**config.mk**
```make
export PLATFORM = sky130hd
export DESIGN_NAME = apb_master_sched
export DESIGN_NICKNAME = d
export VERILOG_FILES = /design/src/rtl/apb_master_sched.sv
export SDC_FILE = /design/constraint.sdc
export NUM_CORES = 1
export LEC_CHECK = 0
export CORE_MARGIN = 2
export CORE_UTILIZATION = 30
export CTS_BUF_LIST = sky130_fd_sc_hd__clkbuf_4
export CTS_CLUSTER_DIAMETER = 30
export DETAILED_ROUTE_END_ITERATION = 8
export PLACE_DENSITY_LB_ADDON = 0.05
export SYNTH_ARGS = -nofsm -noshare
export SYNTH_HDL_FRONTEND = slang
export SYNTH_SLANG_ARGS = --single-unit
```
**constraint.sdc**
```tcl
create_clock -name clk -period 5.2 [get_ports clk]
set_input_delay 0.78 -clock clk [delete_from_list [all_inputs] [get_ports clk]]
set_output_delay 0.78 -clock clk [all_outputs]
set_load 0.01 [all_outputs]
```
**src/rtl/apb_master_sched.sv**
```systemverilog
// apb_master_sched: two-requester round-robin APB master with a 3-way address decode.
// Define APB_SCHED_TIMEOUT_EN to build the ACCESS-phase timeout (TIMEOUT_CYC cycles).
module apb_master_sched #(
  parameter int ADDR_W      = 32,
  parameter int DATA_W      = 32,
  parameter int TIMEOUT_CYC = 16
) (
  input  logic              clk,
  input  logic              resetn,
  input  logic              req0_valid,
  output logic              req0_ready,
  input  logic [ADDR_W-1:0] req0_addr,
  input  logic              req0_write,
  input  logic [DATA_W-1:0] req0_wdata,
  output logic              rsp0_valid,
  output logic [DATA_W-1:0] rsp0_rdata,
  output logic              rsp0_err,
  input  logic              req1_valid,
  output logic              req1_ready,
  input  logic [ADDR_W-1:0] req1_addr,
  input  logic              req1_write,
  input  logic [DATA_W-1:0] req1_wdata,
  output logic              rsp1_valid,
  output logic [DATA_W-1:0] rsp1_rdata,
  output logic              rsp1_err,
  output logic [ADDR_W-1:0] PADDR,
  output logic [2:0]        PSEL,
  output logic              PWRITE,
  output logic [DATA_W-1:0] PWDATA,
  output logic              PENABLE,
  input  logic [DATA_W-1:0] PRDATA,
  input  logic              PREADY,
  input  logic              Pslverr
);
  // state  | meaning
  // IDLE   | arbitrate, grant and latch a request
  // SETUP  | PSEL asserted, PENABLE low
  // ACCESS | PENABLE high, waiting for PREADY
  // RESP   | rsp_valid pulse to the granted requester
  typedef enum logic [1:0] {IDLE, SETUP, ACCESS, RESP} state_t;

  state_t            state;
  logic              last;
  logic              gnt_id;
  logic              gnt1;
  logic [ADDR_W-1:0] gnt_addr;
  logic [2:0]        dec_sel;
  logic [DATA_W-1:0] rsp_rdata;
  logic              rsp_err;

  if (TIMEOUT_CYC < 1 || TIMEOUT_CYC > 255) begin : g_bad_timeout
    $error("TIMEOUT_CYC must be in 1..255");
  end

`ifdef APB_SCHED_TIMEOUT_EN
  localparam logic [7:0] TO_LAST = 8'(TIMEOUT_CYC - 1);
  logic [7:0] tcnt;
`endif

  // last=1 favours requester 0 on a contest, last=0 favours requester 1
  assign gnt1     = req1_valid & (~req0_valid | ~last);
  assign gnt_addr = gnt1 ? req1_addr : req0_addr;

  always_comb begin
    dec_sel = 3'b000;
    case (gnt_addr[29:28])
      2'd0:    dec_sel = 3'b001;
      2'd1:    dec_sel = 3'b010;
      2'd2:    dec_sel = 3'b100;
      default: dec_sel = 3'b000;
    endcase
  end

  assign rsp0_rdata = rsp_rdata;
  assign rsp1_rdata = rsp_rdata;
  assign rsp0_err   = rsp_err;
  assign rsp1_err   = rsp_err;

  always_ff @(posedge clk or negedge resetn) begin
    if (!resetn) begin
      state      <= IDLE;
      last       <= 1'b1;
      gnt_id     <= 1'b0;
      req0_ready <= 1'b0;
      req1_ready <= 1'b0;
      rsp0_valid <= 1'b0;
      rsp1_valid <= 1'b0;
      rsp_rdata  <= '0;
      rsp_err    <= 1'b0;
      PADDR      <= '0;
      PSEL       <= 3'b000;
      PWRITE     <= 1'b0;
      PWDATA     <= '0;
      PENABLE    <= 1'b0;
`ifdef APB_SCHED_TIMEOUT_EN
      tcnt       <= 8'd0;
`endif
    end else begin
      req0_ready <= 1'b0;
      req1_ready <= 1'b0;
      rsp0_valid <= 1'b0;
      rsp1_valid <= 1'b0;
      case (state)
        IDLE: begin
          if (req0_valid || req1_valid) begin
            gnt_id     <= gnt1;
            req0_ready <= ~gnt1;
            req1_ready <= gnt1;
            if (req0_valid && req1_valid) last <= gnt1;
            if (dec_sel == 3'b000) begin
              // decode miss never touches the bus
              rsp_rdata  <= '0;
              rsp_err    <= 1'b1;
              rsp0_valid <= ~gnt1;
              rsp1_valid <= gnt1;
              state      <= RESP;
            end else begin
              PADDR  <= gnt_addr;
              PWRITE <= gnt1 ? req1_write : req0_write;
              PWDATA <= gnt1 ? req1_wdata : req0_wdata;
              PSEL   <= dec_sel;
              state  <= SETUP;
            end
          end
        end
        SETUP: begin
          PENABLE <= 1'b1;
`ifdef APB_SCHED_TIMEOUT_EN
          tcnt    <= 8'd0;
`endif
          state   <= ACCESS;
        end
        ACCESS: begin
          if (PREADY) begin
            PSEL       <= 3'b000;
            PENABLE    <= 1'b0;
            rsp_rdata  <= (PWRITE || Pslverr) ? '0 : PRDATA;
            rsp_err    <= Pslverr;
            rsp0_valid <= ~gnt_id;
            rsp1_valid <= gnt_id;
            state      <= RESP;
          end
`ifdef APB_SCHED_TIMEOUT_EN
          else if (tcnt == TO_LAST) begin
            PSEL       <= 3'b000;
            PENABLE    <= 1'b0;
            rsp_rdata  <= '0;
            rsp_err    <= 1'b1;
            rsp0_valid <= ~gnt_id;
            rsp1_valid <= gnt_id;
            state      <= RESP;
          end else begin
            tcnt <= tcnt + 8'd1;
          end
`endif
        end
        RESP: state <= IDLE;
        default: state <= IDLE;
      endcase
    end
  end
endmodule

```
# Word-level counts from Yosys, hierarchy flattened
# Cells that the tools add are included.
dict set report classes {
  bitwise 7
  eq_ne 9
  muxes 35
  n_reduce_logical 15
}
# op count
set op_table {}
lappend op_table {{32-bit 2-to-1 mux} 6}
lappend op_table {{32-bit case mux with 2 select lines} 1}
lappend op_table {{1-bit 2-to-1 mux} 15}
lappend op_table {{3-bit 2-to-1 mux} 3}
lappend op_table {{3-bit case mux with 3 select lines} 1}
lappend op_table {{2-bit inequality test, second input constant} 4}
lappend op_table {{1-bit case mux with 2 select lines} 4}
lappend op_table {{2-bit case mux with 4 select lines} 1}
lappend op_table {{4-bit AND reduction} 2}
lappend op_table {{2-bit == test, second input constant} 3}
lappend op_table {{2-bit 2-to-1 mux} 3}
lappend op_table {{3-bit case mux with 2 select lines} 1}
lappend op_table {{2-bit AND reduction} 3}
lappend op_table {{3-bit AND reduction} 2}
lappend op_table {{1-bit NOT} 5}
lappend op_table {{2-bit by 1-bit == test with 1-bit output, second input constant} 2}
lappend op_table {{2-bit zero test} 2}
lappend op_table {{2-bit nonzero test} 2}
lappend op_table {{3-bit zero test} 1}
lappend op_table {{1-bit logical OR} 2}
lappend op_table {{1-bit AND} 1}
lappend op_table {{1-bit logical AND} 1}
lappend op_table {{1-bit bitwise OR} 1}
dict set report word_totals {
  regBits 110
  wordCells 80
  inputBits 168
  out_inout_bits 139
}

# Depth between registers and ports, before layout
# Gate-level depths: netlist (run 1).
dict set report depth {
  word_depth 10
  ltp_mapped 7
  mapped_depth_nobuf 6
}

# Worst setup path before layout (run 1)
# Ideal clock, no wire load.
dict set report synth_timing {
  path_kind {in2reg}
  start {input port req0_valid}
  end {register rsp_rdata[10], in the netlist rsp0_rdata[10]}
  slack_ps 2957
  required_time_ps 5079
  n_path_buf 2
  setup_time_ps 121
  stages 6
  arrival_time_ps 2122
  path_cell_list {buf_4 a21boi_4 mux2_4 a21o_2 buf_6 a22o_1}
}
dict set report synth_between {
  elab_chain_len 9
  word_cells_on_any_way 13
  classes_between {eq/ne (4); mux (2); bitwise (3); reduce/logical (4)}
}
# item line_no
set synth_rtl {}
lappend synth_rtl {{start, declared} 10} ;# input logic req0_valid,
lappend synth_rtl {{1-bit NOT} 61} ;# assign gnt1 = req1_valid & (~req0_valid | ~last);
lappend synth_rtl {{1-bit bitwise OR} 61}
lappend synth_rtl {{1-bit AND} 61}
lappend synth_rtl {{32-bit 2-to-1 mux} 62} ;# assign gnt_addr = gnt1 ? req1_addr : req0_addr;
lappend synth_rtl {{2-bit == test (tied with other cells)} 66} ;# case (gnt_addr[29:28])
lappend synth_rtl {{3-bit case mux with 3 select lines} 66}
lappend synth_rtl {{3-bit zero test} 110} ;# if (dec_sel == 3'b000) begin
lappend synth_rtl {{2-bit inequality test (no source line)} -}
lappend synth_rtl {{4-bit AND reduction (no source line) *} -}
lappend synth_rtl {{end signal, assigned} 137} ;# rsp_rdata <= (PWRITE || Pslverr) ? '0 : PRDATA;
lappend synth_rtl {{end, declared} 48} ;# logic [DATA_W-1:0] rsp_rdata;
# Mark *: on every way between the ends. The rest lies on a longest branch, timed or not.
# A chain may end at the register's enable or synchronous reset.

# Final worst setup path (run 1)
dict set report layout_timing {
  start {input port req0_valid}
  end {register rsp_rdata[7], in the netlist rsp0_rdata[7]}
}
# Same word-level chain as after synthesis.

==> results.toml, run 1 <==
[cts]
clock-sinks = 110
clk_latency_ps = 490
cts_setup_buffers = 0
cts-buffers-inserted = 9
cts_hold_buf = 0
cts.root.buffer_cell = "clkbuf_4"
h-tree-depth = 3
clk_pin_slew_ps = 200
cts_resized = 0
cts_tree = "built"
clockBufferDepth = 2

[drt]
vias = 4034
via_per_inst = 4.52
drt-pass1-iter-count = 4
drtIter0Drc = 97
drt_drc_violations_left = 0
wl_per_cell_um = 17.0
drtAntennaViolNets = 0
routed_wirelength_mm = 15.1

[placement]
place_ws_ps = 1430
place_hpwl_mm = 11.3
io_buffers = 306
gp_congestion = 0.765

[sta]
rsz0062_at_grt = "no"
finClkSkew_ps = 16.7
worst_pin_slew_ps = 924
max_freq_mhz = 316
slew-limit-headroom_pct = 38.4
finalCriticalPeriod_ps = 3170
fin_ws_ps = 2030
fin_crit_sh_pct = 60.9
slew_viol_final = 0
setup_tns_ps = 0
hold_violations = 0
finalSetupViolations = 0

[global_routing]
grt_usage_pct = 15.0
antenna_found_initial = 1
grt_pass1_wl_mm = 23.0
grt_pass1_vias = 4191
grt_start_max_net_pins = 71
gr-total-overflow = 0

[worst_setup_path]
startpoint_type = "input port"
arrival_ps = 3580
worstSetupEndpointType = "register"
ff2ff_path_depth = 7
required_ps = 5620
cp_max_fo = 70
criticalPathCategory = "input port to register"

[logic_synthesis]
synth_seq_cells = 110
yosysWarnings = 0
ys_types = 41
syn_area_mm2 = 0.00557
netlist_instances = 389
syn_nets = 560
syn_area_per_cell_um2 = 14.3
ys_seq_area_share_pct = 49.4

[finish]
nNetsFinal = 827
final_common_cell = "clkdlybuf4s50_1"
area_growth_pct = 55.8
drive_gt1_share_pct = 24.4
num-fill-cells = 1597
final_cell_mix = "clkdlybuf4s50_1 (305), dfrtp_1 (109), mux2_2 (68)"

[die]
coreArea_mm2 = 0.0181
dieWidth_um = 140
die_area_mm2 = 0.0197
fp.dieH_um = 140
initial_core_util_pct = 30.8
io_pins = 307
floorplan.rows = 49

[run]
maxCapViolCount = 0

[pwr]
switchingPower_mw = 1.48
p_sw_share_pct = 34.1
power_density_mw_per_mm2 = 499
p_int_mw = 2.85
clkPwrFrac_pct = 10.5
seqPwrFrac_pct = 33.8
p_comb_share_pct = 55.8
leakagePower_nw = 3.66
ir_worst_vdd_v = 0.000229

[min_path]
holdCritPathClass = "input port to async pin"

[run_status]
status = "finished, final reports clean"
[worst paths after layout]
check                      startpoint             to  slack, ps
setup reg to reg             state[0]      PADDR[16]       2300
min in group clk               gnt_id     rsp0_valid        510
hold / removal                 resetn     PWDATA[21]        320
setup / recovery           req0_valid  rsp0_rdata[7]       2030
max in group asynchronous      resetn  rsp0_rdata[7]       3670
hold reg to reg                gnt_id     rsp0_valid        510
[registers in the layout, indices dropped and copies added (netlist names)]
register    cells
PADDR          32
PENABLE         1
PSEL            3
PWDATA         32
PWRITE          1
gnt_id          1
last            1
req0_ready      1
req1_ready      1
rsp0_err        1
rsp0_rdata     32
rsp0_valid      1
rsp1_valid      1
state           2
[routing by layer]
metal | wire length, um | vias to the layer above | global-route usage (%)
met5 | 0 | - | 0
met4 | 269 | 0 | 5.26
met3 | 1360 | 18 | 5.26
met2 | 7350 | 187 | 24.9
met1 | 6160 | 1937 | 18.1
li1 | - | 1892 | -
[through the flow]
| step | utilization [%] | hold slack [ps] | cells | power [mW] | area (um2) |
|---|---|---|---|---|---|
| after floorplan | - | 447 | 389 | 2.86 | 5570 |
| after global placement | 47.1 | 490 | 874 | 3.91 | 8530 |
| after detailed placement | 47.1 | 481 | 874 | 3.92 | 8530 |
| after CTS | 48.0 | 324 | 890 | 4.41 | 8680 |
| after global routing | 48.0 | 336 | 892 | 4.60 | 8680 |
| final | 48.0 | 317 | 892 | 4.33 | 8680 |
[synth_stat cells, drive strengths merged]
| cell | n | area, um2 |
|---|---|---|
| a211o | 1 | 8.76 |
| nand2b | 2 | 12.5 |
| a2111oi | 1 | 8.76 |
| buf | 53 | 422 |
| nand3b | 1 | 7.51 |
| or3b | 2 | 17.5 |
| inv | 12 | 45.0 |
| o21ba | 1 | 10.0 |
| nor2b | 2 | 12.5 |
| and2b | 2 | 16.3 |
| mux2i | 1 | 10.0 |
| mux2 | 129 | 1680 |
| nand3 | 3 | 15.0 |
| xnor2 | 1 | 8.76 |
| a32oi | 2 | 17.5 |
| o22ai | 4 | 25.0 |
| dfstp | 1 | 26.3 |
| nand2 | 8 | 37.5 |
| or4 | 1 | 11.3 |
| a21oi | 3 | 26.3 |
| or3 | 1 | 6.26 |
| dfrtp | 109 | 2730 |
| clkbuf | 1 | 3.75 |
| o21ai | 2 | 10.0 |
| ha | 3 | 37.5 |
| a211oi | 1 | 7.51 |
| nor3b | 1 | 7.51 |
| a21o | 2 | 16.3 |
| nor2 | 3 | 11.3 |
| o211ai | 1 | 12.5 |
| a21boi | 3 | 33.8 |
| a22o | 32 | 280 |
[power by group through the flow]
stage	sequential (mW)	combinational (mW)	clock (mW)
6_report	1.46	2.42	0.453
5_1_grt	1.52	2.57	0.515
4_1_cts	1.47	2.46	0.482
3_5_place_dp	1.48	2.45	0
3_3_place_gp	1.48	2.43	0
2_1_floorplan	1.62	1.24	0
[critical path: stages]
cell and delay, ps:
clkdlybuf4s50_1 550, a21boi_4 230, buf_4 660, mux2_4 400, a21oi_4 690, a22o_1 240
[area by class of cell]
cell class                      instances  area, um2  area share [%]
Sequential cell                       110       2750            31.7
Antenna cell                            2       5.00          0.0576
Clock inverter                          7       86.3           0.994
Tap cell                              229        287            3.30
Multi-Input combinational cell        213       2350            27.1
Timing Repair Buffer                  310       3090            35.6
Clock buffer                            9       67.6           0.778
Inverter                               12       45.0           0.519
[logic make-up after synthesis]
| group | share of synthesized area, % |
|---|---|
| fa+ha+maj | 0.673 |
| flops | 49.4 |
| xor+xnor | 0.157 |
| compound gates | 8.19 |
| simple gates | 2.78 |
| mux | 30.3 |
| buf+inv | 8.44 |
Power figures use the tool's default switching activity.
==> run 2: changes to the inputs <==
clock period = 2.6 ns   (was 5.2 ns; I/O delays follow)
==> run 2 against run 1 <==
Net effect: routed wire length is 1.9% higher; die area unchanged; via count is 1.5% higher; largest cell class unchanged.
==> results.toml, run 2 (synthesis gave the netlist of run 1 again) <==
[min_path]
holdCritPathClass = "input port to async pin"

[drt]
drt-pass1-iter-count = 5
vias = 4096
wl_per_cell_um = 17.1
routed_wirelength_mm = 15.4
drt_drc_violations_left = 0
drtIter0Drc = 121
drtAntennaViolNets = 0
via_per_inst = 4.55

[placement]
dp_cells = 883
io_buffers = 306
gp_congestion = 0.769
place_hpwl_mm = 11.5

[sta]
finClkSkew_ps = 16.6
slew-limit-headroom_pct = 69.7
finalSetupViolations = 0
fin_crit_sh_pct = 85.9
slew_viol_final = 0
rsz0062_at_grt = "no"
worst_pin_slew_ps = 454
finalCriticalPeriod_ps = 2230
hold_violations = 0
setup_tns_ps = 0
max_freq_mhz = 448

[finish]
area_growth_pct = 57.8
fin_cells = 901
drive_gt1_share_pct = 25.3
nNetsFinal = 837
multiInputGateArea_mm2 = 0.00235
final_cell_mix = "clkdlybuf4s50_1 (305), dfrtp_1 (109), mux2_2 (68)"
register_area_mm2 = 0.00275
num-fill-cells = 1656
final_common_cell = "clkdlybuf4s50_1"
final_util_pct = 48.6

[worst_setup_path]
criticalPathCategory = "register to register"
path_cells = "inv_1, ha_1, nor2b_1, a32oi_1, nand2_4, buf_12, mux2_2"
required_ps = 2980
regToRegSetupSlack_ps = 370
critPathTopFamily = "buffers and inverters"
ff2ff_path_depth = 7
critPathSlowestCell = "dfrtp_1"
crit_cells = 7
arrival_ps = 2610
worstSetupEndpointType = "register"
max_stage_delay_ps = 430
timing.critical_path.buf_inv = 2
cp_max_fo = 58
startpoint_type = "register"

[global_routing]
grt_use_met1_pct = 19.4
grt_usage_pct = 15.4
grt_pass1_vias = 4362
grt_start_max_net_pins = 59
antenna_found_initial = 1
met3_usage_pct = 4.34
grt_use_met2_pct = 24.8
grt_busiest_layer = "met2"
grt_pass1_wl_mm = 23.9
gr-total-overflow = 0

[run_status]
status = "finished, final reports clean"

[pwr]
leakagePower_nw = 3.72
total_power_mw = 8.64
power_density_mw_per_mm2 = 982
ir_worst_vdd_v = 0.000421

[die]
fp.dieH_um = 140
io_pins = 307
initial_core_util_pct = 30.8
dieWidth_um = 140
floorplan.rows = 49
die_area_mm2 = 0.0197
coreArea_mm2 = 0.0181

[cts]
clockBufferDepth = 2
cts.root.buffer_cell = "clkbuf_4"
cts_setup_buffers = 0
clk_latency_ps = 480
clock-sinks = 110
cts_tree = "built"
clk_pin_slew_ps = 180
cts-buffers-inserted = 9
h-tree-depth = 3

[run]
maxCapViolCount = 0
[run 2: final timing paths]
kind,start,endpoint
hold / removal,resetn,PWDATA[21]
hold reg to reg,gnt_id,rsp0_valid
min in group clk,PRDATA[28],rsp0_rdata[28]
max in group asynchronous,resetn,last
setup / recovery,state[1],PWDATA[5]
setup reg to reg,state[1],PWDATA[5]
[run 2: worst reg2reg max path, cell delays in order (launching register included)]
cell     delay, ps
dfrtp_1        430
inv_1           90
ha_1           340
nor2b_1        180
a32oi_1        180
nand2_4        130
buf_12         370
mux2_2         420
[run 2: timing repair]
item / in CTS / in global routing
hold buffers: 1 / 0
resized for setup: 0 / 0
hold endpoints to repair: 17 / 0
[run 2: layer usage]
layer  wire length [um]  vias up
li1                   -     1924
met1               6580     1966
met2               7310      185
met3               1150       21
met4                397        0
met5                  0        -
[run 2: area by class of cell]
type / instances / share of cell area [%]
timing repair buffer: 320 / 36.9
sequential: 110 / 31.3
multi-input combinational: 213 / 26.7
tap: 229 / 3.26
clock buffer: 9 / 0.768
clock inverter: 7 / 0.569
inverter: 12 / 0.512
antenna: 1 / 0.0284
[run 2: per-stage QoR]
step	setup WS (ps)	instance area, um2	hold slack (ps)
finish	367	8800	299
global route	180	8800	286
global placement	201	8670	288
detailed placement	153	8670	294
CTS	345	8800	275
floorplan	691	5570	94.4
[run 2: report_power, final]
| group | switching [mW] | internal (mW) |
|---|---|---|
| Clock | 0.593 | 0.201 |
| Sequential | 0.470 | 2.46 |
| Combinational | 1.82 | 3.10 |
